===== config.mk =====
export PLATFORM = sky130hd
export DESIGN_NAME = sd_stream_sink
export DESIGN_NICKNAME = d
export VERILOG_FILES = /design/src/rtl/sd_stream_sink.sv
export SDC_FILE = /design/constraint.sdc
export NUM_CORES = 1
export LEC_CHECK = 0
export CORE_MARGIN = 2
export CORE_UTILIZATION = 54
export DETAILED_ROUTE_END_ITERATION = 10
export PLACE_DENSITY_LB_ADDON = 0.2
export SLEW_MARGIN = 20
export SYNTH_ARGS = -nofsm -noshare
export SYNTH_HDL_FRONTEND = slang
export SYNTH_SLANG_ARGS = --single-unit

===== constraint.sdc =====
create_clock -name clk -period 1.69 [get_ports clk]
set_input_delay 0.4225 -clock clk [delete_from_list [all_inputs] [get_ports clk]]
set_output_delay 0.4225 -clock clk [all_outputs]
set_load 0.02 [all_outputs]

===== src/rtl/sd_stream_sink.sv =====
// Converts an MSD-first radix-2 signed-digit stream into a two's-complement fraction (Q/QM on-the-fly conversion).
// Word valid 1 cycle after the last digit; Out_rd drops while a word is held, so upstream stalls until word_rd.
module sd_stream_sink #(
   parameter int N_DIGITS = 8,
   parameter int CNT_W    = 4
) (
   input  logic                clk,
   input  logic                reset_n,
   input  logic [1:0]          digit_in,
   input  logic                Out_vd,
   output logic                Out_rd,
   input  logic                frame_clr,
   output logic [N_DIGITS:0]   word_out,
   output logic                word_vd,
   input  logic                word_rd,
   output logic                digit_err
);

   typedef enum logic {COLLECT, HOLD} state_t;

   state_t              state, state_nxt;
   logic [N_DIGITS:0]   q, qm, q_nxt, qm_nxt;
   logic [N_DIGITS:0]   conv_q, conv_qm;
   logic [N_DIGITS:0]   word_nxt;
   logic [CNT_W-1:0]    cnt, cnt_nxt;
   logic                accept, last_digit, err_nxt;

   assign accept     = Out_vd && Out_rd;
   assign last_digit = (cnt == CNT_W'(N_DIGITS - 1));

   // Q tracks the converted value, QM tracks Q - ulp, so a -1 digit never needs a borrow chain.
   always_comb begin
      conv_q  = {q[N_DIGITS-1:0], 1'b0};
      conv_qm = {qm[N_DIGITS-1:0], 1'b1};
      case (digit_in)
         2'b01: begin
            conv_q  = {q[N_DIGITS-1:0], 1'b1};
            conv_qm = {q[N_DIGITS-1:0], 1'b0};
         end
         2'b11: begin
            conv_q  = {qm[N_DIGITS-1:0], 1'b1};
            conv_qm = {qm[N_DIGITS-1:0], 1'b0};
         end
         default: ;
      endcase
   end

   always_comb begin
      state_nxt = state;
      q_nxt     = q;
      qm_nxt    = qm;
      cnt_nxt   = cnt;
      err_nxt   = digit_err;
      word_nxt  = word_out;
      if (frame_clr) begin
         state_nxt = COLLECT;
         cnt_nxt   = '0;
         q_nxt     = '0;
         qm_nxt    = '1;
         err_nxt   = 1'b0;
      end else begin
         case (state)
            COLLECT: begin
               if (accept) begin
                  q_nxt  = conv_q;
                  qm_nxt = conv_qm;
                  if (digit_in == 2'b10) err_nxt = 1'b1;
                  if (last_digit) begin
                     cnt_nxt   = '0;
                     state_nxt = HOLD;
                     word_nxt  = conv_q;
                  end else begin
                     cnt_nxt = cnt + 1'b1;
                  end
               end
            end
            HOLD: begin
               if (word_rd) begin
                  state_nxt = COLLECT;
                  q_nxt     = '0;
                  qm_nxt    = '1;
                  err_nxt   = 1'b0;
               end
            end
            default: state_nxt = COLLECT;
         endcase
      end
   end

   // Handshake outputs are registered from the next state so Out_rd stays low through reset.
   always_ff @(posedge clk or negedge reset_n) begin
      if (!reset_n) begin
         state     <= COLLECT;
         q         <= '0;
         qm        <= '1;
         cnt       <= '0;
         word_out  <= '0;
         word_vd   <= 1'b0;
         Out_rd    <= 1'b0;
         digit_err <= 1'b0;
      end else begin
         state     <= state_nxt;
         q         <= q_nxt;
         qm        <= qm_nxt;
         cnt       <= cnt_nxt;
         word_out  <= word_nxt;
         word_vd   <= (state_nxt == HOLD);
         Out_rd    <= (state_nxt == COLLECT);
         digit_err <= err_nxt;
      end
   end

endmodule


==> Word-level counts from Yosys, hierarchy flattened <==
Index checks and enable logic that the tools add are counted.
{ "word_totals": {"regBits": 32, "input_bits": 7} }
{ "op_classes": {"addsub": 1, "n_eq_ne": 8, "bitwise": 3, "muxes": 24, "reduce_logical": 6} }
{ "op_table": {"columns": ["cell", "count"], "rows": [
  ["$mux 8", 6],
  ["$pmux 8 s2", 3],
  ["$pmux 9 s2", 1],
  ["$mux 4", 4],
  ["$ne 3x3->1 const B", 3],
  ["$mux 1", 8],
  ["$add 4x1->4 const B", 1],
  ["$eq 2x2->1 const B", 2],
  ["$eq 4x3->1 const B", 1],
  ["$pmux 1 s2", 2],
  ["$reduce_and 2->1", 2],
  ["$reduce_and 4->1", 1],
  ["$not 1->1", 3],
  ["$reduce_and 3->1", 1],
  ["$eq 2x1->1 const B", 1],
  ["$ne 2x2->1 const B", 1],
  ["$reduce_bool 2->1", 1],
  ["$logic_and 1x1->1", 1]
]} }

==> Logic depth before layout (Yosys ltp) <==
Gate-level depths: netlist of the first run.
{ "depth": {"depth_word": 6, "ltp_mapped": 5} }

==> Least setup slack after synthesis of the first run <==
No wires, ideal clock.
{ "synth_path": {"path_kind": "flip-flop to flip-flop", "startpoint": "reg state", "endpoint": "reg word_out[0]", "t_arrival_ns": 1.452, "path_slack_ns": 0.113, "setup_ns": 0.125, "path_stages_with_launch": 6, "cell_sequence": "dfrtp_1 -> buf_6 -> nand4bb_4 -> or2_1 -> buf_6 -> mux2_4"} }
{ "synth_via": {"elab_chain_len": 2} }
{ "synth_rtl": {"columns": ["element", "line", "source"], "rows": [
  ["start, declared", "21", "state_t state, state_nxt;"],
  ["start signal, assigned", "102", "state <= state_nxt;"],
  ["$not 1->1 (no source line)", null, null],
  ["$reduce_and 4->1 (no source line)", null, null],
  ["end signal, assigned", "106", "word_out <= word_nxt;"],
  ["end, declared", "13", "output logic [N_DIGITS:0] word_out,"]
]} }
Every way passes these cells.
A chain may end at the register's enable or synchronous reset.

==> flow_summary.ini, run 1 <==
[timing]
drv_slew = 0
timing.slew.headroom_pct = 79.4
finalCriticalPeriod_ns = 1.58
hold_viol_final = 0
fin_crit_sh_pct = 93.3
fin_setup_tns_ns = 0
fmax_mhz = 634
setup_viol_count_final = 0
finClkSkew_ns = 0.0163
grt_setup_unrepaired = false
worst_slew_pin_slew_ns = 0.306

[placement]
placed_area_um2 = 1790
dpl.cell_count = 182
finalWeightedCongestion = 0.822
place.detailed.hpwl_um = 2220
place.port_buffers = 18

[synth]
postSynthRegisterBits = 32
yosys-mux-area-fraction_pct = 11.7
yosysWarnings = 0
synth_compound_gate_area_share_pct = 18.2
yosysUniqueCellTypes = 33
post_synth_instance_area_um2 = 1500
synth_largest_area_cell = sky130_fd_sc_hd__dfrtp_1
synth_cells = 126
synth_top_cells_by_area = sky130_fd_sc_hd__dfrtp_1 (40%), sky130_fd_sc_hd__dfstp_2 (14%), sky130_fd_sc_hd__mux2i_1 (11%)
synthAdderAreaFrac_pct = 0.835
synth_area_in_simple_gates_pct = 10.5
postSynth.topFlopCell = sky130_fd_sc_hd__dfrtp_1
post_synth.cell_area_avg_um2 = 11.9
async_reset_ff_share_pct = 100
synthDominantCellAreaShare_pct = 40.1
share_of_the_synthesized_netlist_area_taken_by_xor_and_xnor_gates_pct = 0.584
dominant_combinational_cell_family_by_area_after_synthesis = compound AO/OA/AOI/OAI gates
ys_seq_area_share_pct = 54.1
synth-edff-count = 0
postSynthNetCount = 134

[final_layout]
finish.net_count = 166
multi_input_comb_area_um2 = 627
layout.area.seq_um2 = 811
mostFrequentLayoutCell = sky130_fd_sc_hd__dfrtp_1
final_cell_area_um2 = 1850
syn2layout_area_growth_pct = 23.5
mostFrequentLayoutCells = sky130_fd_sc_hd__dfrtp_1 (24), sky130_fd_sc_hd__o21ai_0 (19), sky130_fd_sc_hd__mux2i_1 (16)
drive_above_1_share_pct = 22.0
antennaDiodeCount = 0
final_cells = 190
layout.filler_cells = 209

[die]
placementRows = 19
starting_density_of_the_core_pct = 55.8
die_h_um = 56.7
die_x_um = 56.7
floorplan.io_pins = 19
core_region_area_um2 = 2690
die_area_um2 = 3210

[drt]
ant_nets = 0
detailroute.via_count = 1121
routed_wire_length_per_instance_um = 15.9
first_drt_iteration_drcs = 24
vias_per_cell = 5.90
routed_wirelength_um = 3030
drc = 0
drtPass1Iterations = 4

[setup_path]
critPathSlowestCell = sky130_fd_sc_hd__dfrtp_1
worstSetupEndpointType = output port
path_delay_family = flip-flops
critical_path_peak_fanout = 7
regToRegStartpoint = cnt[0]$_DFFE_PN0P_
cp.required_ns = 1.27
worstPathCellList = dlygate4sd2_1
critPathKind = flip-flop to output port
worstSetupStartpointType = flip-flop
critPathBufInv = 1
setup.worst_path.start = state$_DFF_PN0_
worstPathArrival_ns = 1.15
critical_path.max_stage_delay_ns = 0.46

[outcome]
outcome = completed

[grt]
pin_count_of_the_biggest_net_entering_global_routing = 33
first_global_vias = 1117
grt_antenna_before_repair = 0
grt.total_usage_pct = 22.3
grt_pass1_wl_um = 5420
grt_overflow = 0

[clock_tree]
worstSkewPairLatency_ns = 0.34
cts_num_sinks = 32
htreeDepth = 2
clk_transition_reported_paths_ns = 0.11
cts_setup_buffers = 0
tritoncts = built
ctsHoldBuffers = 0
cts-resized-gates = 12
cts_max_path_buffers = 2
cts_inserted_buffers = 5
cell_at_the_root_of_the_clock_tree = sky130_fd_sc_hd__clkbuf_4

[pwr]
power-per-cell-area_nw_per_um2 = 856
maximum_vdd_drop_v = 0.000715
total_power_consumption_of_the_routed_design_mw = 1.58
total_leakage_power_nw = 0.879

[job]
max_cap_violations = 0

[min_path]
hold_path.class = primary input to asynchronous set/reset pin
-- routing by layer --
layer	up-vias	wire, um	track usage (%)
li1	534	-	-
met1	557	1450	31.0
met2	26	1410	32.9
met3	4	137	8.29
met4	0	29	6.12
met5	-	0	0
-- path summary, 6_finish.rpt --
kind / slack, ns / cells past startpoint / endpoint
worst max-delay path: 0.11 / 1 / word_vd
worst min-delay path: 0.43 / 2 / q[5]$_DFFE_PN0P_
worst max register to register: 0.18 / 4 / cnt[0]$_DFFE_PN0P_
worst min register to register: 0.51 / 2 / word_out[1]$_DFFE_PN0P_
max in group asynchronous: 1.01 / 2 / qm[0]$_DFFE_PN1P_
min in group clk: 0.51 / 2 / word_out[1]$_DFFE_PN0P_
-- area by class of cell --
cell class / count / area share, %
clock inverters: 3 / 2.30
multi-input cells: 84 / 33.9
clock buffers: 5 / 2.03
repair buffers: 32 / 15.3
inverters: 3 / 0.609
well taps: 31 / 2.10
flip-flops and latches: 32 / 43.8
-- synthesized netlist by cell type, types with 2 or more instances --
library cell                count
sky130_fd_sc_hd__a211oi_1       2
sky130_fd_sc_hd__a21oi_1        5
sky130_fd_sc_hd__a2bb2oi_1      7
sky130_fd_sc_hd__buf_6          3
sky130_fd_sc_hd__clkbuf_1       3
sky130_fd_sc_hd__dfrtp_1       24
sky130_fd_sc_hd__dfstp_2        8
sky130_fd_sc_hd__inv_1          3
sky130_fd_sc_hd__mux2i_1       16
sky130_fd_sc_hd__nand2_1        7
sky130_fd_sc_hd__nor2_1         2
sky130_fd_sc_hd__o21ai_0       19
sky130_fd_sc_hd__o2bb2ai_1      7
-- sequential cells by signal, summed over array words and instances, names as in the netlist --
signal / cells
qm: 8
state: 1
Out_rd: 1
cnt: 4
q: 8
word_out: 9
digit_err: 1
-- power by group --
group / total (mW) / internal [mW] / switching (mW)
logic: 0.172 / 0.0845 / 0.0874
registers: 0.825 / 0.802 / 0.0233
clock network: 0.587 / 0.308 / 0.279
-- per-stage QoR --
step	setup slack [ns]	utilization [%]	hold WS (ns)
2_1_floorplan	0.113	-	0.127
3_3_place_gp	-0.168	66.5	0.473
3_5_place_dp	-0.235	66.5	0.482
4_1_cts	0.106	68.9	0.431
5_1_grt	0.0428	68.9	0.412
6_report	0.113	68.9	0.432
-- cell families after synthesis --
family | after synthesis
adders and majority gates | 1
AOI/OAI and AO/OA | 42
and+or+nand+nor | 23
buffers and inverters | 10
muxes | 17
xor gates and xnor gates | 1
DFF | 32
(Power assumes the default switching activity.)
==> run 2: changes to the inputs <==
CORE_UTILIZATION = 65   (was 54)
CTS_BUF_LIST = sky130_fd_sc_hd__clkbuf_8   (was default)
DONT_BUFFER_PORTS = 1   (was default)
clock period = 1.7 ns   (was 1.69 ns; I/O delays follow)
==> flow_summary.ini, run 2 (same netlist as run 1, synthesis figures left out) <==
[setup_path]
worstSetupStartpointType = flip-flop
crit_cells = 4
cp.required_ns = 1.88
critical_path.max_stage_delay_ns = 0.41
worstPathArrival_ns = 1.70
critical_path_peak_fanout = 9
setup.worst_path.start = cnt[0]$_DFFE_PN0P_
critPathBufInv = 0
critPathKind = flip-flop to flip-flop
critPathSlowestCell = sky130_fd_sc_hd__dfrtp_1
path_delay_family = simple AND/OR/NAND/NOR gates
worstPathCellList = ha_1 > nand3b_1 > or2_1 > mux2_4
worst-r2r-cell-count = 4
regToRegStartpoint = cnt[0]$_DFFE_PN0P_
worstSetupEndpointType = flip-flop

[timing]
fmax_mhz = 655
drv_slew = 0
grt_setup_unrepaired = false
fin_crit_sh_pct = 89.9
hold_viol_final = 0
finClkSkew_ns = 0.00973
worst_slew_pin_slew_ns = 0.500
finalCriticalPeriod_ns = 1.53
timing.slew.headroom_pct = 66.6
setup_viol_count_final = 0
fin_hold_ws_ns = 0.206
fin_setup_tns_ns = 0

[grt]
grt_pass1_wl_um = 5170
grt.total_usage_pct = 27.2
first_global_vias = 1105
grt_antenna_before_repair = 0
grt_overflow = 0
pin_count_of_the_biggest_net_entering_global_routing = 33

[drt]
vias_per_cell = 6.43
routed_wirelength_um = 2990
detailroute.via_count = 1048
routed_wire_length_per_instance_um = 18.3
drtPass1Iterations = 4
ant_nets = 0
first_drt_iteration_drcs = 25
drc = 0

[pwr]
power-per-cell-area_nw_per_um2 = 1040
total_leakage_power_nw = 0.758
total_power_consumption_of_the_routed_design_mw = 1.76
maximum_vdd_drop_v = 0.00103

[clock_tree]
cts_setup_buffers = 0
clk_transition_reported_paths_ns = 0.07
cts_inserted_buffers = 5
cts-resized-gates = 0
htreeDepth = 2
worstSkewPairLatency_ns = 0.29
cts_num_sinks = 32
cell_at_the_root_of_the_clock_tree = sky130_fd_sc_hd__clkbuf_8
tritoncts = built
cts_max_path_buffers = 2

[min_path]
worst_hold_startpoint = frame_clr
hold_path_cells = 1
hold_path.class = primary input to flip-flop

[final_layout]
drive_above_1_share_pct = 20.7
finish.net_count = 142
antennaDiodeCount = 0
syn2layout_area_growth_pct = 12.4
largest_register_ff_count = 9
mostFrequentLayoutCell = sky130_fd_sc_hd__dfrtp_1
max_flop_register = word_out
mostFrequentLayoutCells = sky130_fd_sc_hd__dfrtp_1 (24), sky130_fd_sc_hd__o21ai_0 (19), sky130_fd_sc_hd__mux2i_1 (16)
final_cell_area_um2 = 1690
regs_by_ff_count = word_out x9, q x8, qm x8
layout.filler_cells = 132

[die]
starting_density_of_the_core_pct = 68.4
die_h_um = 52.0
placementRows = 17
die_area_um2 = 2710
die_x_um = 52.0
core_region_area_um2 = 2190
floorplan.io_pins = 19

[placement]
place.detailed.hpwl_um = 2100
finalWeightedCongestion = 0.780
place.port_buffers = 0
placed_area_um2 = 1530

[outcome]
outcome = completed

[job]
max_cap_violations = 0
==> run 2: cell count changes in the layout (fill, tap and decap cells not counted), sizes merged, moves of 2 or more <==
cell	before	now
dlygate4sd2	12	0
buf	14	7
clkdlybuf4s50	6	0
clkbuf	5	7
==> run 2: final timing paths <==
path / end / slack [ns]
hold / removal: q[0]$_DFFE_PN0P_ / 0.21
min in group asynchronous: word_out[3]$_DFFE_PN0P_ / 0.59
setup reg to reg: word_out[0]$_DFFE_PN0P_ / 0.17
hold reg to reg: q[7]$_DFFE_PN0P_ / 0.50
setup / recovery: word_out[0]$_DFFE_PN0P_ / 0.17
max in group asynchronous: qm[6]$_DFFE_PN1P_ / 0.86
==> run 2: layout make-up <==
type / count / area (um^2) / area share, %
clock buffers: 7 / 96.3 / 5.72
clock inverters: 1 / 30.0 / 1.78
inverters: 3 / 11.3 / 0.668
multi-input cells: 84 / 627 / 37.2
flip-flops and latches: 32 / 811 / 48.1
well taps: 28 / 35.0 / 2.08
repair buffers: 8 / 75.1 / 4.45
==> run 2: power by group <==
group / leakage [nW] / switching, mW / internal [mW]
sequential: 0.409 / 0.0266 / 0.798
combinational: 0.285 / 0.0742 / 0.0631
clock: 0.0645 / 0.278 / 0.517
==> run 2: worst register-to-register path: stages (launching register included) <==
cell	delay, ns
sky130_fd_sc_hd__dfrtp_1	0.41
sky130_fd_sc_hd__ha_1	0.22
sky130_fd_sc_hd__nand3b_1	0.12
sky130_fd_sc_hd__or2_1	0.35
sky130_fd_sc_hd__mux2_4	0.33
==> run 2: layer usage <==
layer | vias to the layer above | share of wire, % | GRT usage (%)
met3 | 9 | 5.7 | 9.77
met5 | - | 0 | 0
met1 | 517 | 45 | 34.8
li1 | 487 | - | -
met4 | 0 | 2.1 | 13.6
met2 | 35 | 47 | 40.5
==> run 2: what timing repair did <==
action	4_1_cts	5_1_grt
endpoints found under the setup margin	0	0
hold endpoints to repair	32	0
hold buffers	2	0
==> run 2: stage by stage <==
step / worst slack [ns] / std cells / utilization, %
6_report: 0.172 / 163 / 76.9
5_1_grt: 0.0759 / 163 / 76.9
4_1_cts: 0.174 / 163 / 76.9
3_5_place_dp: 0.201 / 153 / 69.8
3_3_place_gp: 0.268 / 153 / 69.8
2_1_floorplan: 0.123 / 126 / -
==> run 3: changes to the inputs <==
CORE_ASPECT_RATIO = 1.5   (was default)
SKIP_LAST_GASP = 1   (was default)
==> flow_summary.ini, run 3 (same netlist as run 1, synthesis figures left out) <==
[outcome]
outcome = completed

[job]
max_cap_violations = 0

[placement]
place.port_buffers = 0
finalWeightedCongestion = 0.801
dpl.cell_count = 148
place.detailed.hpwl_um = 2120

[die]
floorplan.io_pins = 19
core_region_area_um2 = 2210
starting_density_of_the_core_pct = 67.9
die_x_um = 43.2
placementRows = 21
die_area_um2 = 2710
die_h_um = 62.8

[setup_path]
critPathSlowestCell = sky130_fd_sc_hd__dfrtp_1
critPathKind = flip-flop to flip-flop
critical_path.max_stage_delay_ns = 0.39
cp.required_ns = 1.87
worstSetupEndpointType = flip-flop
path_delay_family = simple AND/OR/NAND/NOR gates
critPathBufInv = 0
critical_path_peak_fanout = 9
worstSetupStartpointType = flip-flop
worstPathCellList = ha_1 > nand3b_1 > or2_1 > mux2_4
reg2reg_slack_ns = 0.14
worstPathArrival_ns = 1.73

[min_path]
hold_path.class = primary input to flip-flop

[grt]
first_global_vias = 1106
pin_count_of_the_biggest_net_entering_global_routing = 33
grt_overflow = 0
grt_pass1_wl_um = 5240
grt.total_usage_pct = 26.5
grt_antenna_before_repair = 0

[timing]
timing.slew.headroom_pct = 71.3
worst_slew_pin_slew_ns = 0.430
hold_viol_final = 0
fmax_mhz = 642
fin_setup_tns_ns = 0
finalCriticalPeriod_ns = 1.56
grt_setup_unrepaired = false
finClkSkew_ns = 0.00601
drv_slew = 0
setup_viol_count_final = 0
fin_crit_sh_pct = 91.6

[drt]
drc = 0
drtPass1Iterations = 4
first_drt_iteration_drcs = 30
vias_per_cell = 6.66
detailroute.via_count = 1052
routed_wire_length_per_instance_um = 18.8
routed_wirelength_um = 2970
ant_nets = 0

[final_layout]
drive_above_1_share_pct = 20.0
final_cells = 158
mostFrequentLayoutCells = sky130_fd_sc_hd__dfrtp_1 (24), sky130_fd_sc_hd__o21ai_0 (19), sky130_fd_sc_hd__mux2i_1 (16)
regs_by_ff_count = word_out x9, q x8, qm x8
syn2layout_area_growth_pct = 10.8
max_flop_register = word_out
largest_register_ff_count = 9
layout.filler_cells = 163
antennaDiodeCount = 0
finish.net_count = 142
mostFrequentLayoutCell = sky130_fd_sc_hd__dfrtp_1

[pwr]
maximum_vdd_drop_v = 0.000917
total_leakage_power_nw = 0.753
power-per-cell-area_nw_per_um2 = 1000

[clock_tree]
tritoncts = built
worstSkewPairLatency_ns = 0.28
cts_num_sinks = 32
cell_at_the_root_of_the_clock_tree = sky130_fd_sc_hd__clkbuf_8
clk_transition_reported_paths_ns = 0.06
cts_max_path_buffers = 2
htreeDepth = 2
cts-resized-gates = 0
cts_inserted_buffers = 5
cts_setup_buffers = 0
-- run 3: final cells by class --
type,instances,area [um^2],share of cell area (%)
Tap cell,23,28.8,1.73
Timing Repair Buffer,8,75.1,4.52
Multi-Input combinational cell,84,627,37.8
Inverter,3,11.3,0.678
Sequential cell,32,811,48.8
Clock buffer,5,68.8,4.14
Clock inverter,3,38.8,2.34
-- run 3: power breakdown --
part	total, mW	switching [mW]	internal [mW]	leakage [nW]
Sequential	0.827	0.0287	0.798	0.409
Clock	0.702	0.274	0.428	0.0593
Combinational	0.134	0.0710	0.0629	0.285
Total	1.66	0.374	1.29	0.753
-- run 3: metal layers --
metal | global-route usage [%] | up-vias | part of all wire [%]
li1 | - | 482 | -
met1 | 31.6 | 529 | 38
met2 | 42.7 | 34 | 55
met3 | 8.96 | 7 | 4.5
met4 | 11.0 | 0 | 2.2
met5 | 0 | - | 0
-- run 3: stage by stage --
stage | cell area [um^2] | setup WS (ns) | utilization (%) | power, mW | hold WS (ns)
final | 1660 | 0.142 | 75.2 | 1.66 | 0.191
after global routing | 1660 | 0.0397 | 75.2 | 1.74 | 0.177
after CTS | 1660 | 0.147 | 75.2 | 1.67 | 0.188
after detailed placement | 1520 | 0.170 | 69.0 | 0.953 | 0.131
after global placement | 1520 | 0.250 | 69.0 | 0.947 | 0.130
after floorplan | 1500 | 0.123 | - | 0.926 | 0.129
-- run 3: timing repair --
| item | 4_1_cts | 5_1_grt |
|---|---|---|
| endpoints found under the setup margin | 0 | 0 |
| hold buffers | 2 | 0 |
| endpoints found under the hold margin | 32 | 0 |
-- run 3: final timing paths --
path,from,end,cells after the start
max,cnt[0]$_DFFE_PN0P_,word_out[0]$_DFFE_PN0P_,4
min,frame_clr,cnt[3]$_DFFE_PN0P_,1
max reg2reg,cnt[0]$_DFFE_PN0P_,word_out[0]$_DFFE_PN0P_,4
min reg2reg,q[7]$_DFFE_PN0P_,q[7]$_DFFE_PN0P_,1
max in group asynchronous,reset_n,qm[2]$_DFFE_PN1P_,2
min in group asynchronous,reset_n,q[7]$_DFFE_PN0P_,2
